--- config.mk ---
export PLATFORM = sky130hd
export DESIGN_NAME = hazard_ctrl_unit_flat
export DESIGN_NICKNAME = d
export VERILOG_FILES = /design/src/rtl/hazard_ctrl_unit_if.sv /design/src/rtl/hazard_ctrl_unit.sv /design/src/flat_wrapper.sv
export SDC_FILE = /design/constraint.sdc
export NUM_CORES = 1
export LEC_CHECK = 0
export ABC_CLOCK_PERIOD_IN_PS = 2950
export CORE_ASPECT_RATIO = 0.7
export CORE_MARGIN = 2
export CORE_UTILIZATION = 43
export CTS_CLUSTER_DIAMETER = 200
export DETAILED_ROUTE_END_ITERATION = 8
export MAX_ROUTING_LAYER = met4
export PLACE_DENSITY_LB_ADDON = 0.08
export SYNTH_ARGS = -nofsm -noshare
export SYNTH_HDL_FRONTEND = slang
export SYNTH_SLANG_ARGS = --single-unit
--- constraint.sdc ---
create_clock -name clk -period 2.95 [get_ports clk]
set_input_delay 0.295 -clock clk [delete_from_list [all_inputs] [get_ports clk]]
set_output_delay 0.295 -clock clk [all_outputs]
set_load 0.005 [all_outputs]
--- src/rtl/hazard_ctrl_unit_if.sv ---
// Hazard controller bundle: pipeline stage fields in, stall/flush/forward
// controls and performance counters out.
interface hazard_ctrl_unit_if #(
    parameter int REG_AW = 5,
    parameter int CNT_W  = 32
);
    logic [REG_AW-1:0] id_rs;
    logic [REG_AW-1:0] id_rt;
    logic              id_use_rs;
    logic              id_use_rt;
    logic [REG_AW-1:0] ex_rs;
    logic [REG_AW-1:0] ex_rt;
    logic [REG_AW-1:0] ex_rd;
    logic              ex_regwrite;
    logic              ex_memread;
    logic [REG_AW-1:0] mem_rd;
    logic              mem_regwrite;
    logic [REG_AW-1:0] wb_rd;
    logic              wb_regwrite;
    logic              redirect;
    logic              wb_valid;
    logic              wb_halt;

    logic              pc_write;
    logic              ifid_write;
    logic              ifid_flush;
    logic              idex_bubble;
    logic              exdm_flush;
    logic [1:0]        fwd_a;
    logic [1:0]        fwd_b;
    logic              halted;
    logic [CNT_W-1:0]  cycle_cnt;
    logic [CNT_W-1:0]  bubble_cnt;
    logic [CNT_W-1:0]  retired_cnt;

    modport master (
        output id_rs, id_rt, id_use_rs, id_use_rt,
        output ex_rs, ex_rt, ex_rd, ex_regwrite, ex_memread,
        output mem_rd, mem_regwrite, wb_rd, wb_regwrite,
        output redirect, wb_valid, wb_halt,
        input  pc_write, ifid_write, ifid_flush,
        input  idex_bubble, exdm_flush,
        input  fwd_a, fwd_b, halted,
        input  cycle_cnt, bubble_cnt, retired_cnt
    );

    modport slave (
        input  id_rs, id_rt, id_use_rs, id_use_rt,
        input  ex_rs, ex_rt, ex_rd, ex_regwrite, ex_memread,
        input  mem_rd, mem_regwrite, wb_rd, wb_regwrite,
        input  redirect, wb_valid, wb_halt,
        output pc_write, ifid_write, ifid_flush,
        output idex_bubble, exdm_flush,
        output fwd_a, fwd_b, halted,
        output cycle_cnt, bubble_cnt, retired_cnt
    );
endinterface

--- src/rtl/hazard_ctrl_unit.sv ---
// Five-stage pipeline hazard controller: RAW stalls, EX forwarding,
// redirect flushes, halt, and CPI counters.
module hazard_ctrl_unit #(
    parameter int REG_AW       = 5,
    parameter int FORWARDING   = 1,
    parameter int FLUSH_CYCLES = 2,
    parameter int CNT_W        = 32
) (
    input  logic              clk,
    input  logic              rst,
    hazard_ctrl_unit_if.slave bus
);

    localparam int FLW = (FLUSH_CYCLES > 1) ? $clog2(FLUSH_CYCLES) : 1;
    localparam logic [FLW-1:0] FL_LOAD = FLW'(FLUSH_CYCLES - 1);

    typedef enum logic [1:0] {
        RUN   = 2'd0,
        FLUSH = 2'd1,
        HALT  = 2'd2
    } state_e;

    state_e           state_q, state_d;
    logic [FLW-1:0]   flush_left_q, flush_left_d;
    logic [CNT_W-1:0] cycle_q, cycle_d;
    logic [CNT_W-1:0] bubble_q, bubble_d;
    logic [CNT_W-1:0] retired_q, retired_d;

    logic       pc_write, ifid_write, ifid_flush;
    logic       idex_bubble, exdm_flush, halted;
    logic [1:0] fwd_a, fwd_b;

    logic rs_v, rt_v;
    logic ld_hit, ex_hit, mem_hit, data_stall;

    // A valid source of r0 can never match, so rd==0 never hazards.
    function automatic logic id_reads(input logic [REG_AW-1:0] rd);
        return (rs_v && (bus.id_rs == rd)) || (rt_v && (bus.id_rt == rd));
    endfunction

    function automatic logic [1:0] fwd_sel(input logic [REG_AW-1:0] src);
        logic [1:0] sel;
        sel = 2'b00;
        if (src != '0) begin
            if (bus.mem_regwrite && (bus.mem_rd == src)) begin
                sel = 2'b10;
            end else if (bus.wb_regwrite && (bus.wb_rd == src)) begin
                sel = 2'b01;
            end
        end
        return sel;
    endfunction

    function automatic logic [CNT_W-1:0] sat_inc(
        input logic [CNT_W-1:0] v,
        input logic             en
    );
        return (en && (v != {CNT_W{1'b1}})) ? v + CNT_W'(1) : v;
    endfunction

    always_comb begin
        rs_v       = bus.id_use_rs && (bus.id_rs != '0);
        rt_v       = bus.id_use_rt && (bus.id_rt != '0);
        ld_hit     = bus.ex_memread && id_reads(bus.ex_rd);
        ex_hit     = bus.ex_regwrite && id_reads(bus.ex_rd);
        mem_hit    = bus.mem_regwrite && id_reads(bus.mem_rd);
        data_stall = (FORWARDING != 0) ? ld_hit : (ex_hit || mem_hit);
    end

    always_comb begin
        state_d      = state_q;
        flush_left_d = flush_left_q;
        pc_write     = 1'b1;
        ifid_write   = 1'b1;
        ifid_flush   = 1'b0;
        idex_bubble  = 1'b0;
        exdm_flush   = 1'b0;
        halted       = 1'b0;

        unique case (state_q)
            RUN: begin
                if (bus.redirect) begin
                    ifid_flush   = 1'b1;
                    idex_bubble  = 1'b1;
                    exdm_flush   = 1'b1;
                    flush_left_d = FL_LOAD;
                    state_d      = (FL_LOAD != '0) ? FLUSH : RUN;
                end else if (data_stall) begin
                    pc_write    = 1'b0;
                    ifid_write  = 1'b0;
                    idex_bubble = 1'b1;
                end
            end
            FLUSH: begin
                ifid_flush = 1'b1;
                if (bus.redirect) begin
                    idex_bubble  = 1'b1;
                    exdm_flush   = 1'b1;
                    flush_left_d = FL_LOAD;
                    state_d      = (FL_LOAD != '0) ? FLUSH : RUN;
                end else if (flush_left_q <= FLW'(1)) begin
                    flush_left_d = '0;
                    state_d      = RUN;
                end else begin
                    flush_left_d = flush_left_q - FLW'(1);
                end
            end
            HALT: begin
                pc_write    = 1'b0;
                ifid_write  = 1'b0;
                idex_bubble = 1'b1;
                halted      = 1'b1;
            end
            default: begin
                state_d      = RUN;
                flush_left_d = '0;
            end
        endcase

        if (bus.wb_halt) begin
            state_d = HALT;
        end

        // Reset holds the pipeline frozen and drained, independent of clk.
        if (rst) begin
            pc_write    = 1'b0;
            ifid_write  = 1'b0;
            ifid_flush  = 1'b1;
            idex_bubble = 1'b1;
            exdm_flush  = 1'b1;
            halted      = 1'b0;
        end

        fwd_a = 2'b00;
        fwd_b = 2'b00;
        if ((FORWARDING != 0) && !rst) begin
            fwd_a = fwd_sel(bus.ex_rs);
            fwd_b = fwd_sel(bus.ex_rt);
        end

        cycle_d   = sat_inc(cycle_q, state_q != HALT);
        bubble_d  = sat_inc(bubble_q, (state_q != HALT) &&
                            (idex_bubble || ifid_flush));
        retired_d = sat_inc(retired_q, (state_q != HALT) && bus.wb_valid);
    end

    always_ff @(posedge clk or posedge rst) begin
        if (rst) begin
            state_q      <= RUN;
            flush_left_q <= '0;
            cycle_q      <= '0;
            bubble_q     <= '0;
            retired_q    <= '0;
        end else begin
            state_q      <= state_d;
            flush_left_q <= flush_left_d;
            cycle_q      <= cycle_d;
            bubble_q     <= bubble_d;
            retired_q    <= retired_d;
        end
    end

    assign bus.pc_write    = pc_write;
    assign bus.ifid_write  = ifid_write;
    assign bus.ifid_flush  = ifid_flush;
    assign bus.idex_bubble = idex_bubble;
    assign bus.exdm_flush  = exdm_flush;
    assign bus.fwd_a       = fwd_a;
    assign bus.fwd_b       = fwd_b;
    assign bus.halted      = halted;
    assign bus.cycle_cnt   = cycle_q;
    assign bus.bubble_cnt  = bubble_q;
    assign bus.retired_cnt = retired_q;

endmodule

--- src/flat_wrapper.sv ---
// flat-port wrapper written by rule: the top's interface ports become plain ports
module hazard_ctrl_unit_flat 
#(
    parameter int REG_AW       = 5,
    parameter int FORWARDING   = 1,
    parameter int FLUSH_CYCLES = 2,
    parameter int CNT_W        = 32
)
  (clk, rst, bus_id_rs, bus_id_rt, bus_id_use_rs, bus_id_use_rt, bus_ex_rs, bus_ex_rt, bus_ex_rd, bus_ex_regwrite, bus_ex_memread, bus_mem_rd, bus_mem_regwrite, bus_wb_rd, bus_wb_regwrite, bus_redirect, bus_wb_valid, bus_wb_halt, bus_pc_write, bus_ifid_write, bus_ifid_flush, bus_idex_bubble, bus_exdm_flush, bus_fwd_a, bus_fwd_b, bus_halted, bus_cycle_cnt, bus_bubble_cnt, bus_retired_cnt);
  hazard_ctrl_unit_if #(.REG_AW(REG_AW), .CNT_W(CNT_W)) bus_i ();
  input  logic clk;
  input  logic rst;
  input wire logic [$bits(bus_i.id_rs)-1:0] bus_id_rs;
  input wire logic [$bits(bus_i.id_rt)-1:0] bus_id_rt;
  input wire logic [$bits(bus_i.id_use_rs)-1:0] bus_id_use_rs;
  input wire logic [$bits(bus_i.id_use_rt)-1:0] bus_id_use_rt;
  input wire logic [$bits(bus_i.ex_rs)-1:0] bus_ex_rs;
  input wire logic [$bits(bus_i.ex_rt)-1:0] bus_ex_rt;
  input wire logic [$bits(bus_i.ex_rd)-1:0] bus_ex_rd;
  input wire logic [$bits(bus_i.ex_regwrite)-1:0] bus_ex_regwrite;
  input wire logic [$bits(bus_i.ex_memread)-1:0] bus_ex_memread;
  input wire logic [$bits(bus_i.mem_rd)-1:0] bus_mem_rd;
  input wire logic [$bits(bus_i.mem_regwrite)-1:0] bus_mem_regwrite;
  input wire logic [$bits(bus_i.wb_rd)-1:0] bus_wb_rd;
  input wire logic [$bits(bus_i.wb_regwrite)-1:0] bus_wb_regwrite;
  input wire logic [$bits(bus_i.redirect)-1:0] bus_redirect;
  input wire logic [$bits(bus_i.wb_valid)-1:0] bus_wb_valid;
  input wire logic [$bits(bus_i.wb_halt)-1:0] bus_wb_halt;
  output wire logic [$bits(bus_i.pc_write)-1:0] bus_pc_write;
  output wire logic [$bits(bus_i.ifid_write)-1:0] bus_ifid_write;
  output wire logic [$bits(bus_i.ifid_flush)-1:0] bus_ifid_flush;
  output wire logic [$bits(bus_i.idex_bubble)-1:0] bus_idex_bubble;
  output wire logic [$bits(bus_i.exdm_flush)-1:0] bus_exdm_flush;
  output wire logic [$bits(bus_i.fwd_a)-1:0] bus_fwd_a;
  output wire logic [$bits(bus_i.fwd_b)-1:0] bus_fwd_b;
  output wire logic [$bits(bus_i.halted)-1:0] bus_halted;
  output wire logic [$bits(bus_i.cycle_cnt)-1:0] bus_cycle_cnt;
  output wire logic [$bits(bus_i.bubble_cnt)-1:0] bus_bubble_cnt;
  output wire logic [$bits(bus_i.retired_cnt)-1:0] bus_retired_cnt;
  assign bus_i.id_rs = bus_id_rs;
  assign bus_i.id_rt = bus_id_rt;
  assign bus_i.id_use_rs = bus_id_use_rs;
  assign bus_i.id_use_rt = bus_id_use_rt;
  assign bus_i.ex_rs = bus_ex_rs;
  assign bus_i.ex_rt = bus_ex_rt;
  assign bus_i.ex_rd = bus_ex_rd;
  assign bus_i.ex_regwrite = bus_ex_regwrite;
  assign bus_i.ex_memread = bus_ex_memread;
  assign bus_i.mem_rd = bus_mem_rd;
  assign bus_i.mem_regwrite = bus_mem_regwrite;
  assign bus_i.wb_rd = bus_wb_rd;
  assign bus_i.wb_regwrite = bus_wb_regwrite;
  assign bus_i.redirect = bus_redirect;
  assign bus_i.wb_valid = bus_wb_valid;
  assign bus_i.wb_halt = bus_wb_halt;
  assign bus_pc_write = bus_i.pc_write;
  assign bus_ifid_write = bus_i.ifid_write;
  assign bus_ifid_flush = bus_i.ifid_flush;
  assign bus_idex_bubble = bus_i.idex_bubble;
  assign bus_exdm_flush = bus_i.exdm_flush;
  assign bus_fwd_a = bus_i.fwd_a;
  assign bus_fwd_b = bus_i.fwd_b;
  assign bus_halted = bus_i.halted;
  assign bus_cycle_cnt = bus_i.cycle_cnt;
  assign bus_bubble_cnt = bus_i.bubble_cnt;
  assign bus_retired_cnt = bus_i.retired_cnt;
  hazard_ctrl_unit #(.REG_AW(REG_AW), .FORWARDING(FORWARDING), .FLUSH_CYCLES(FLUSH_CYCLES), .CNT_W(CNT_W)) u_core (.clk(clk), .rst(rst), .bus(bus_i));
endmodule
Word level (Yosys, flattened, before mapping)
Cells that the tools add are included.

operators by class
  $add $sub $neg = 4
  magnitude comparators = 1
  eq/ne operators = 16
  muxes and demuxes = 32
  bitwise operators = 1
  reductions and logical operators = 24

operators with widths
  kind                     number
  $add A32 B1 Y32 const B  3
  $ne A32 B32 Y1 const B   3
  $eq A5 B5 Y1             6
  $mux W2                  10
  $reduce_bool A5 Y1       4
  $mux W1                  17
  $logic_and A1 B1 Y1      14
  $ne A2 B2 Y1 const B     3
  $pmux W1 S3              2
  $pmux W2 S3              1
  $ne A4 B3 Y1 const B     1
  $pmux W1 S2              2
  $ne A3 B3 Y1 const B     1
  $reduce_and A3 Y1        1
  $eq A2 B1 Y1 const B     1
  $eq A2 B2 Y1 const B     1
  $logic_not A2 Y1         1
  $logic_or A1 B1 Y1       2
  $reduce_and A2 Y1        1
  $reduce_or A2 Y1         1
  $le A1 B1 Y1 const B     1
  $not A1 Y1               1
  $sub A1 B1 Y1 const B    1

word-level totals
  flip-flop bits (word level) = 99
  output and inout bits = 106

Logic depth before layout (Yosys ltp)
Gate-level depths: netlist (run 1).

  word-level depth = 12
  depth in mapped cells = 9
  gate-level depth less buffers = 7

Worst setup path after synthesis (run 1)
No wires, ideal clock.

  path kind = in2reg
  start point = in rst
  end point = reg u_core.bubble_q[1], in the netlist u_core.bus.bubble_cnt[1]
  setup time = 0.127 ns
  arrival time = 3.871 ns
  slack = -1.048 ns
  stages = 6
  buffers on the path = 1
  cell sequence = inv_1 o21ai_0 a211o_1 buf_2 nand2_2 mux2_1

on the way
  cells in the longest elaborated chain, start to end = 4
  elaborated cells on any way between the ends = 5
  classes of those cells = mux: 2; reduce/logical: 3

ends and longest elaborated chain
  item                  RTL line                 source
  from (decl)           flat_wrapper.sv:12       input logic rst;
  $mux W1               hazard_ctrl_unit.sv:125  if (rst) begin
  via bus_ifid_flush    flat_wrapper.sv:31       output wire logic [$bits(bus_i.ifid_flush)-1:0] bus_ifid_flush;
  $logic_or A1 B1 Y1    hazard_ctrl_unit.sv:143  (idex_bubble || ifid_flush));
  $logic_and A1 B1 Y1   hazard_ctrl_unit.sv:142  bubble_d = sat_inc(bubble_q, (state_q != HALT) &&
  $logic_and A1 B1 Y1   hazard_ctrl_unit.sv:58   return (en && (v != {CNT_W{1'b1}})) ? v + CNT_W'(1) : v;
  to (signal assigned)  hazard_ctrl_unit.sv:158  bubble_q <= bubble_d;
  to (decl)             hazard_ctrl_unit.sv:26   logic [CNT_W-1:0] bubble_q, bubble_d;

The timed path passes the listed nets, and every way through them passes these cells.
A chain may end at the register's enable or synchronous reset.

Worst setup path in the final report (run 1)
  start point = in bus_id_rs[0]
  end point = out bus_ifid_write

on the way
  cells in the longest elaborated chain, start to end = 9
  elaborated cells on any way between the ends = 10
  classes of those cells = eq/ne: 1; mux: 4; reduce/logical: 5

ends and longest elaborated chain
  item                   RTL line                 source
  from (decl)            flat_wrapper.sv:13       input wire logic [$bits(bus_i.id_rs)-1:0] bus_id_rs;
  $reduce_bool A5 Y1     hazard_ctrl_unit.sv:62   rs_v = bus.id_use_rs && (bus.id_rs != '0);
  $logic_and A1 B1 Y1    hazard_ctrl_unit.sv:62
  $logic_and A1 B1 Y1 *  hazard_ctrl_unit.sv:38   return (rs_v && (bus.id_rs == rd)) || (rt_v && (bus.id_rt == rd));
  $logic_or A1 B1 Y1 *   hazard_ctrl_unit.sv:38
  $logic_and A1 B1 Y1 *  hazard_ctrl_unit.sv:64   ld_hit = bus.ex_memread && id_reads(bus.ex_rd);
  $mux W1 *              hazard_ctrl_unit.sv:88   end else if (data_stall) begin
  $mux W1 *              hazard_ctrl_unit.sv:82   if (bus.redirect) begin
  $pmux W1 S2 *          hazard_ctrl_unit.sv:80   unique case (state_q)
  $mux W1 *              hazard_ctrl_unit.sv:125
  to (decl)              flat_wrapper.sv:30       output wire logic [$bits(bus_i.ifid_write)-1:0] bus_ifid_write;

Mark *: on every way between the ends. The rest lies on a longest branch, timed or not.

==> results of run 1 <==
==> placed cells by master (no fill, tap or decap), types with 9 or more instances in the layout <==
cell	n
and3_1	12
and4_1	10
clkbuf_16	9
clkdlybuf4s50_1	150
dfrtp_1	98
nand2_1	42
nand3_1	47
nand4_1	32
nor2_1	38
nor3_1	13
xnor2_1	91
xor2_1	30
==> routing by layer <==
layer,GRT usage [%],part of all wire [%],vias up
met5,-,0,-
met1,29.0,48,2087
met3,5.69,5.7,8
met2,31.1,46,106
li1,-,-,2093
met4,4.95,0.49,0
==> power groups by stage <==
stage | Combinational, mW | Clock [mW] | Sequential [mW]
2_1_floorplan | 0.0879 | 0 | 1.40
3_3_place_gp | 0.213 | 0 | 1.40
3_5_place_dp | 0.219 | 0 | 1.40
4_1_cts | 0.220 | 1.15 | 1.38
5_1_grt | 0.239 | 1.21 | 1.38
6_report | 0.216 | 1.12 | 1.38
==> worst max path at each step <==
stage	start	to	slack [ns]	cells after the start
after global routing	bus_id_rs[0]	bus_ifid_write	0.01	7
after CTS	bus_id_rs[0]	bus_ifid_write	0.08	7
after global placement	bus_id_rs[0]	bus_pc_write	0.03	7
after floorplan	rst	u_core.bus.bubble_cnt[1]	0.04	6
final	bus_id_rs[0]	bus_ifid_write	0.1	7
after detailed placement	bus_id_rs[0]	bus_ifid_write	0.004	7
==> layout make-up <==
cell class / instances / area, µm²
Multi-Input combinational cell: 387 / 2710
Clock inverter: 6 / 50.0
Timing Repair Buffer: 158 / 1560
Tap cell: 157 / 196
Clock buffer: 10 / 229
Fill cell: 998 / 4570
Sequential cell: 98 / 2450
Inverter: 9 / 37.5
==> registers in the layout, indices dropped and copies added, names as in the netlist <==
signal and flops:
u_core.bus.bubble_cnt 32, u_core.bus.cycle_cnt 32, u_core.bus.retired_cnt 32, u_core.state_q 2
==> logic make-up after synthesis <==
logic type / after synthesis / share of synthesized area (%)
buf+inv: 19 / 2.02
simple gates: 247 / 27.7
mux: 3 / 0.713
fa+ha+maj: 3 / 0.714
compound gates: 13 / 2.14
xor+xnor: 121 / 20.1
flops: 98 / 46.6
==> per-stage QoR <==
step | hold WS, ns | instances | total power [mW] | worst slack (ns)
2_1_floorplan | 0.361 | 504 | 1.48 | 0.0361
3_3_place_gp | 0.474 | 809 | 1.61 | 0.0314
3_5_place_dp | 0.479 | 809 | 1.62 | 0.00352
4_1_cts | 0.495 | 825 | 2.75 | 0.0825
5_1_grt | 0.504 | 825 | 2.83 | 0.0127
6_report | 0.493 | 825 | 2.71 | 0.0986
==> repair_timing <==
action / 4_1_cts / 5_1_grt
endpoints found under the hold margin: 0 / 0
gates resized for setup: 1 / 0
setup endpoints to repair: 2 / 0
==> metrics.md, run 1 <==
| Metric | Value |
|---|---|
| TritonCTS Buffers | 9 |
| Global-route wire length before repair | 21,000 µm |
| Largest net degree at the start of global routing | between 60 and 70 |
| GRT overflow | 0 |
| Residual DRC count | 0 |
| Top_reg_cell synth | dfrtp_1 |
| CTS root buf | clkbuf_16 |
| Synth top cells by count | 98 x dfrtp_1, 91 x xnor2_1, 47 x nand3_1, 42 x nand2_1, 38 x nor2_1 |
| Pwr Density | ~380 nW/µm² |
| Routability cong. | 0.838 |
| Cell family with most CP delay | buffers and inverters |
| Post-synth top area share | between 40 and 50% |
| Die ar. | 13,200 µm² |
| Antenna diodes | 0 |
| Final HPWL DP | ~9500 µm |
| CP max stage cell | clkdlybuf4s50_1 |
| Synthesized area | between 5000 and 6000 µm² |
| Total vias in the final route | 4,294 |
| Pint | 2.06 mW |
| RR Startpoint | u_core.bus.bubble_cnt[0] |
| Initial antenna violation count | 0 |
| TritonCTS clock tree | built |
| Post-route cell area | between 7000 and 8000 µm² |
| Max incr delay on CP | 0.55 ns |
| Synth area leaders | dfrtp_1 47%, xnor2_1 15%, xor2_1 5.0% |
| Synth Net Count | roughly 550 |
| Post-CTS setup buffer count | 0 |
| RSZ-0062 raised after global routing | false |
| Critical path type | primary input to primary output |
| Die Ht | about 97 µm |
| Worst path bufs/invs | 2 |
| IO Pins | 152 |
| #FFs+latches synth | 98 |
| Number of global-route vias before repair | about 4.1k |
| Most frequent CP cell | clkdlybuf4s50_1 |
| Row count | 33 |
| Net count, final | 712 |
| Via/cell ratio | 5.20 |
| Mapped Cells | 504 |
| Fmax achieved | 0.351 GHz |
| Comb power frac | under 10% |
| All-Layer GR Usage | 21.0% |
| 1st-iter DRT viols | 236 |
| Startpoint Class | primary input |
| Syn Area/Cell | ~10 µm² |
| Most common cell in the netlist | dfrtp_1 |
| Required time worst endpoint | 2.65 ns |
| Final setup fails | 0 |
| Setup TNS Final | 0 ns |
| Period Utilization, post-route | 96.7% |
| Core area | approximately 12,000 µm² |
| Worst-margin pin slew | 0.994 ns |
| Worst R2R Path Depth | 8 |
| Sw Ratio | 24.2% |
| Final wirelength | 12,800 µm |
| Drt wl/cell | 15.5 µm |
| Synth-to-Final Area Change | 37.5% |
| Layout cells sized above 1 | about 7.6% |
| Status | complete, no violations |
| Slew margin rel. | around a third |
| Leak | approximately 3 nW |
| Synth warn | 0 |
| Number of distinct library cells after synthesis | 56 |
| H-tree depth | 3 |
| Clock Pin Slew Worst Setup and Hold Paths | around 0.07 ns |
| RR Endpoint | u_core.bus.bubble_cnt[27] |
| Crit path time final | 2.85 ns |
| WP data arrival | 2.56 ns |
| DR pass1 iterations | 5 |
| Port buffer count | 150 |
| Number of synthesized flops with an enable pin | 0 |
| Clock sink total | approximately 100 |
| Die Wd | ~140 µm |
| Hold Crit Class | register to register |
| Hold Vio Cnt, Final | 0 |
| CTS Buffer Depth | 2 |
| Ys async rst share | 100% |
| Hold path depth | 1 |
| Setup Skew | 0.00722 ns |
| Slew Limit Fails | 0 |
| Worst reg2reg setup slack | ~0.56 ns |
| Worst-path fanout max | 2 |
| CP Capture Type | primary output |
| Max IR drop VDD | 0.000281 V |
| Cts hold-fix bufs | 0 |
| Cells along the critical path | clkdlybuf4s50_1, or4_1, a21oi_1, nor3_1, o21a_1, a211oi_2, clkdlybuf4s50_1 |
| Hold endpoint | u_core.bus.retired_cnt[15] |
| Post-layout util | 61.3% |
| Cell area after placement | 6950 µm² |
| Clk_lat worst skew | 0.35 ns |
| Hold_sp | u_core.bus.retired_cnt[15] |
| Register area share after synthesis | 46.6% |
| Part of the power in registers | 50.7% |
| Max-cap violations | 0 |
| Initial Utilization | around 45% |
| Psw | 657 µW |
| Clk pwr share | 41.3% |
| Post-DRT Antenna Nets | 0 |
| Post-synth top area cell | dfrtp_1 |
Note: power is estimated with default switching activity, not from simulation.
==> inputs of run 2 (changes only) <==
CORE_UTILIZATION = 50   (was 43)
DONT_BUFFER_PORTS = 1   (was unset)
==> metrics.md, run 2 (synthesis gave the netlist of run 1 again) <==
| Metric | Value |
|---|---|
| RR Startpoint | u_core.bus.bubble_cnt[0] (unchanged) |
| RR Endpoint | u_core.bus.bubble_cnt[27] (unchanged) |
| CP max stage cell | dfrtp_1 (was clkdlybuf4s50_1) |
| CTS Buffer Depth | 2 (unchanged) |
| Antenna diodes | 0 (unchanged) |
| Clock sink total | 98 (unchanged) |
| Hold Crit Class | primary input to async pin (was register to register) |
| Leak | 2.46 nW (was 2.97 nW) |
| Status | complete, no violations (unchanged) |
| Clock Pin Slew Worst Setup and Hold Paths | 0.07 ns (about the same) |
| GRT overflow | 0 (unchanged) |
| Core area | 10,300 µm² (was 11,800 µm²) |
| Initial Utilization | 51.2% (was 44.6%) |
| Post-CTS sizing | 0 (was 1) |
| Global-route wire length before repair | 19,300 µm (was 21,000 µm) |
| Hold Vio Cnt, Final | 0 (unchanged) |
| Slew margin rel. | 53.0% (was 33.6%) |
| Commonest non-fill, non-tap cell in the layout | dfrtp_1 (was clkdlybuf4s50_1) |
| Area of the multi-input gates | 2700 µm² (was 2710 µm²) |
| IO Pins | 152 (unchanged) |
| Critical path type | register to register (was primary input to primary output) |
| Startpoint Class | register (was primary input) |
| Worst path bufs/invs | 1 (was 2) |
| Max-cap violations | 0 (unchanged) |
| Clk_lat worst skew | 0.34 ns (was 0.35 ns) |
| Routability cong. | 0.847 (was 0.838) |
| Number of global-route vias before repair | 3,725 (was 4,117) |
| TritonCTS clock tree | built (unchanged) |
| Post-DRT Antenna Nets | 0 (unchanged) |
| Synth-to-Final Area Change | 8.94% (was 37.5%) |
| RSZ-0062 raised after global routing | false (unchanged) |
| Port buffer count | 0 (was 150) |
| 1st-iter DRT viols | 227 (was 236) |
| Met3 usage in global routing | 7.74% (was 5.69%) |
| Non-filler cells, final | 650 (was 825) |
| Drt wl/cell | 17.5 µm (was 15.5 µm) |
| Net count, final | 562 (was 712) |
| Largest net degree at the start of global routing | 52 (was 67) |
| TritonCTS Buffers | 9 (unchanged) |
| Placed Cells incl. Taps | 633 (was 809) |
| Post-CTS setup buffer count | 0 (unchanged) |
| WP depth | 8 (was 7) |
| Slew Limit Fails | 0 (unchanged) |
| DR pass1 iterations | 4 (was 5) |
| Met2 Track Usage GR | 31.1% (about the same) |
| Required time worst endpoint | 3.18 ns (was 2.65 ns) |
| Commonest cells after routing, fill and taps aside | 98 x dfrtp_1, 91 x xnor2_1, 47 x nand3_1, 42 x nand2_1, 38 x nor2_1 (was 150 x clkdlybuf4s50_1, 98 x dfrtp_1, 91 x xnor2_1, 47 x nand3_1, 42 x nand2_1) |
| Residual DRC count | 0 (unchanged) |
| GR Util met1 | 29.0% (about the same) |
| CTS root buf | clkbuf_16 (unchanged) |
| Row count | 31 (was 33) |
| Cell family with most CP delay | simple AND/OR/NAND/NOR gates (was buffers and inverters) |
| CP startpoint | u_core.bus.bubble_cnt[0] (was bus_id_rs[0]) |
| Setup TNS Final | 0 ns (unchanged) |
| Total vias in the final route | 3,739 (was 4,294) |
| Max incr delay on CP | 0.45 ns (was 0.55 ns) |
| Setup Skew | 0.00777 ns (was 0.00722 ns) |
| Die Ht | 89.8 µm (was 96.5 µm) |
| All-Layer GR Usage | 21.5% (was 21.0%) |
| Max IR drop VDD | 0.000299 V (was 0.000281 V) |
| Initial antenna violation count | 0 (unchanged) |
| GRT busiest layer | met2 (unchanged) |
| Worst-margin pin slew | 0.705 ns (was 0.994 ns) |
| CP Capture Type | register (was primary output) |
| CP endpoint | u_core.bus.bubble_cnt[27] (was bus_ifid_write) |
| Crit path time final | 2.34 ns (was 2.85 ns) |
| Worst-path fanout max | 13 (was 2) |
| Final HPWL DP | 8380 µm (was 9540 µm) |
| Fmax achieved | 0.427 GHz (was 0.351 GHz) |
| Die Wd | 127 µm (was 136 µm) |
| Final wirelength | 11,400 µm (was 12,800 µm) |
| H-tree depth | 3 (unchanged) |
| Worst R2R Path Depth | 8 (unchanged) |
| Via/cell ratio | 5.75 (was 5.20) |
| Period Utilization, post-route | 79.4% (was 96.7%) |
| Pwr Density | 470 nW/µm² (was 375 nW/µm²) |
| Layout cells sized above 1 | 9.65% (was 7.63%) |
| Worst reg2reg setup slack | 0.61 ns (was 0.56 ns) |
| Final setup fails | 0 (unchanged) |
| Cells along the critical path | ha_1, and2_1, nand4_2, and4bb_2, nor2_2, buf_4, nand4_1, xnor2_1 (was clkdlybuf4s50_1, or4_1, a21oi_1, nor3_1, o21a_1, a211oi_2, clkdlybuf4s50_1) |
| WP data arrival | 2.57 ns (was 2.56 ns) |
| FILL cells | 879 (was 998) |
| Die ar. | 11,400 µm² (was 13,200 µm²) |
| Cts hold-fix bufs | 0 (unchanged) |
| Post-layout util | 55.8% (was 61.3%) |
| Storage cell area | 2450 µm² (unchanged) |
==> run 2: cell count changes in the layout (fill, tap and decap cells not counted), sizes merged <==
cell           previous run  this run
clkinvlp                  5         2
clkdlybuf4s50           150         0
clkinv                    0         3
bufinv                    0         1
clkbuf                   10         9
buf                       8         7
dlygate4sd3               0         1
==> run 2: worst min path at each step <==
stage                      startpoint                  endpoint  slack (ns)
after floorplan           bus_wb_halt         u_core.state_q[0]        0.36
after global placement    bus_wb_halt         u_core.state_q[0]        0.37
after detailed placement  bus_wb_halt         u_core.state_q[0]        0.37
after CTS                 bus_wb_halt         u_core.state_q[0]      0.0005
after global routing      bus_wb_halt         u_core.state_q[1]        0.07
final                             rst  u_core.bus.cycle_cnt[27]        0.02
==> run 2: cell type report <==
cell class,count,area share (%)
Timing Repair Buffer,8,1.09
Sequential cell,98,42.8
Inverter,9,0.655
Tap cell,132,2.88
Multi-Input combinational cell,387,47.2
Clock inverter,7,1.51
Clock buffer,9,3.93
==> run 2: routing by layer <==
metal / wire length [µm] / share of wire (%)
met5: 0 / 0
met4: 113 / 0.99
met3: 914 / 8.0
met2: 5070 / 45
met1: 5280 / 46
==> run 2: power by group <==
part	internal [mW]	switching [mW]
combinational	0.0471	0.0593
clock	0.674	0.540
sequential	1.35	0.0223
==> run 2: stage by stage <==
step | cell area (µm²) | total power [mW] | setup WS [ns] | hold WS [ns]
3_3_place_gp | 5410 | 1.51 | 0.625 | 0.365
3_5_place_dp | 5410 | 1.51 | 0.615 | 0.369
6_report | 5730 | 2.70 | 0.609 | 0.0210
5_1_grt | 5730 | 2.79 | 0.464 | 0.0678
4_1_cts | 5720 | 2.73 | 0.599 | 0.000462
2_1_floorplan | 5270 | 1.48 | 0.0361 | 0.361
==> inputs of run 3 (changes only) <==
ABC_CLOCK_PERIOD_IN_PS = 1900   (was 2950)
clock period = 1.9 ns   (was 2.95 ns; I/O delays follow)
==> metrics.md, run 3 (synthesis gave the netlist of run 1 again) <==
| Metric | Value |
|---|---|
| Status | finished with violations (was complete, no violations) |
| Violated checks | negative hold slack, negative setup slack |
| CTS root buf | clkbuf_16 (unchanged) |
| Final wirelength | 13,200 µm (was 11,400 µm) |
| Hold Crit Class | primary input to async pin (unchanged) |
| Antenna diodes | 0 (unchanged) |
| IO Pins | 152 (unchanged) |
| Crit path time final | 1.90 ns (was 2.34 ns) |
| Drt wl/cell | 16.7 µm (was 17.5 µm) |
| Die Ht | 89.8 µm (unchanged) |
| Placed Cells incl. Taps | 752 (was 633) |
| GRT overflow | 0 (unchanged) |
| Worst-margin pin slew | 0.516 ns (was 0.705 ns) |
| Final setup fails | 1 (was 0) |
| Total chip power | 4.26 mW (was 2.70 mW) |
| Synth-to-Final Area Change | 33.5% (was 8.94%) |
| Non-filler cells, final | 790 (was 650) |
| Final HPWL DP | 9620 µm (was 8380 µm) |
| Slew margin rel. | 65.6% (was 53.0%) |
| Die ar. | 11,400 µm² (unchanged) |
| Max-cap violations | 0 (unchanged) |
| CP Capture Type | register (unchanged) |
| Critical path type | register to register (unchanged) |
| Clk pwr share | 44.5% (was 45.0%) |
| Initial antenna violation count | 0 (unchanged) |
| Die Wd | 127 µm (unchanged) |
| Sw Ratio | 22.7% (was 23.0%) |
| Port buffer count | 0 (unchanged) |
| Commonest non-fill, non-tap cell in the layout | buf_4 (was dfrtp_1) |
| RSZ-0062 raised after global routing | true (was false) |
| TritonCTS clock tree | built (unchanged) |
| Worst-path fanout max | 6 (was 13) |
| Cts hold-fix bufs | 1 (was 0) |
| Max IR drop VDD | 0.000422 V (was 0.000299 V) |
| Commonest cells after routing, fill and taps aside | 143 x buf_4, 98 x dfrtp_1, 91 x xnor2_1, 42 x nand3_1, 37 x nand2_1 (was 98 x dfrtp_1, 91 x xnor2_1, 47 x nand3_1, 42 x nand2_1, 38 x nor2_1) |
| Net count, final | 702 (was 562) |
| Row count | 31 (unchanged) |
| Fmax achieved | 0.526 GHz (was 0.427 GHz) |
| Clock Pin Slew Worst Setup and Hold Paths | 0.07 ns (about the same) |
| Core area | 10,300 µm² (unchanged) |
| Post-layout util | 68.3% (was 55.8%) |
| TritonCTS Buffers | 9 (unchanged) |
| Layout cells sized above 1 | 34.7% (was 9.65%) |
| Cells along the critical path | nand4_2, nor4_4, buf_4, nand4_4, and3_4, mux2_4 (was ha_1, and2_1, nand4_2, and4bb_2, nor2_2, buf_4, nand4_1, xnor2_1) |
| Worst Slack Setup Final | -0.000159 ns (was 0.609 ns) |
| Initial Utilization | 51.2% (unchanged) |
| Setup Skew | 0.00634 ns (was 0.00777 ns) |
| Leak | 3.22 nW (was 2.46 nW) |
| FILL cells | 795 (was 879) |
| All-Layer GR Usage | 23.5% (was 21.5%) |
| CP max stage cell | nor4_4 (was dfrtp_1) |
| CTS Buffer Depth | 2 (unchanged) |
| H-tree depth | 3 (unchanged) |
| Required time worst endpoint | 2.13 ns (was 3.18 ns) |
| 1st-iter DRT viols | 231 (was 227) |
| Clk_lat worst skew | 0.34 ns (about the same) |
| Max incr delay on CP | 0.39 ns (was 0.45 ns) |
| Via/cell ratio | 5.36 (was 5.75) |
| Clock sink total | 98 (unchanged) |
| DR pass1 iterations | 4 (unchanged) |
| Largest net degree at the start of global routing | 100 (was 52) |
| Worst hold slack | -0.111 ns (was 0.0210 ns) |
| Comb power frac | 5.9% (was 3.9%) |
| Part of the power in registers | 49.7% (was 51.1%) |
| Pwr Density | 606 nW/µm² (was 470 nW/µm²) |
| Pint | 3.29 mW (was 2.08 mW) |
| WP data arrival | 2.13 ns (was 2.57 ns) |
| Hold Vio Cnt, Final | 98 (was 0) |
| Period Utilization, post-route | 100% (was 79.4%) |
| Number of global-route vias before repair | 4,212 (was 3,725) |
| Psw | 965 µW (was 621 µW) |
| Global-route wire length before repair | 21,200 µm (was 19,300 µm) |
| Routability cong. | 0.871 (was 0.847) |
| Total vias in the final route | 4,238 (was 3,739) |
| Startpoint Class | register (unchanged) |
| Post-DRT Antenna Nets | 0 (unchanged) |
| Residual DRC count | 0 (unchanged) |
| Slew Limit Fails | 0 (unchanged) |
==> run 3: repair_timing <==
action | 4_1_cts | 5_1_grt
gates cloned | 0 | 0
buffers inserted | 0 | 21
hold endpoints to repair | 100 | 98
setup endpoints to repair | 10 | 61
resized for setup | 4 | 47
pin swaps | 2 | 37
==> run 3: path summary, 6_finish.rpt <==
| kind | cells past startpoint | slack (ns) | start | endpoint |
|---|---|---|---|---|
| worst min-delay path | 2 | -0.11 | rst | u_core.bus.bubble_cnt[28] |
| min in group clk | 2 | 0.03 | bus_redirect | u_core.state_q[0] |
| worst max-delay path | 6 | -0.0002 | u_core.bus.retired_cnt[10] | u_core.bus.retired_cnt[1] |
| worst min register to register | 1 | 0.52 | u_core.bus.cycle_cnt[29] | u_core.bus.cycle_cnt[29] |
| max in group asynchronous | 2 | 1.64 | rst | u_core.bus.bubble_cnt[5] |
| worst max register to register | 6 | -0.0002 | u_core.bus.retired_cnt[10] | u_core.bus.retired_cnt[1] |
==> run 3: area by class of cell <==
class / instances / area, µm² / area share (%)
timing repair buffer: 148 / 1140 / 16.2
clock buffer: 10 / 239 / 3.40
multi-input combinational: 387 / 2920 / 41.6
clock inverter: 6 / 72.6 / 1.03
tap: 132 / 165 / 2.35
inverter: 9 / 37.5 / 0.534
sequential: 98 / 2450 / 34.9
==> run 3: power groups by stage <==
stage | Combinational (mW) | Clock [mW] | Sequential, mW
floorplan | 0.140 | 0 | 2.17
global placement | 0.233 | 0 | 2.15
detailed placement | 0.239 | 0 | 2.16
CTS | 0.243 | 1.93 | 2.11
global route | 0.283 | 2.02 | 2.11
finish | 0.250 | 1.89 | 2.11
==> run 3: critical path: cells and delay by family (launching register included) <==
family | cells | cell delay, ns
buffers and inverters | 1 | 0.18
AND/OR/NAND/NOR | 4 | 0.92
flip-flops | 1 | 0.38
multiplexers | 1 | 0.30
==> run 3: routing by layer <==
layer  GRT usage [%]  up-vias  routed length (µm)
met5               -        -                   0
met4            4.67        0                 116
met3            6.90       11                 844
met2            35.9      100                6260
met1            31.5     2060                5990
li1                -     2067                   -
==> run 3: stage by stage <==
step | worst slack (ns) | TNS, ns | cell area, µm²
2_1_floorplan | -0.880 | -26.11 | 5290
3_3_place_gp | -0.0357 | -0.0773 | 6340
3_5_place_dp | -0.0664 | -0.398 | 6340
4_1_cts | 0.00539 | 0 | 6680
5_1_grt | -0.138 | -1.60 | 7020
6_report | -0.000159 | -0.000159 | 7020
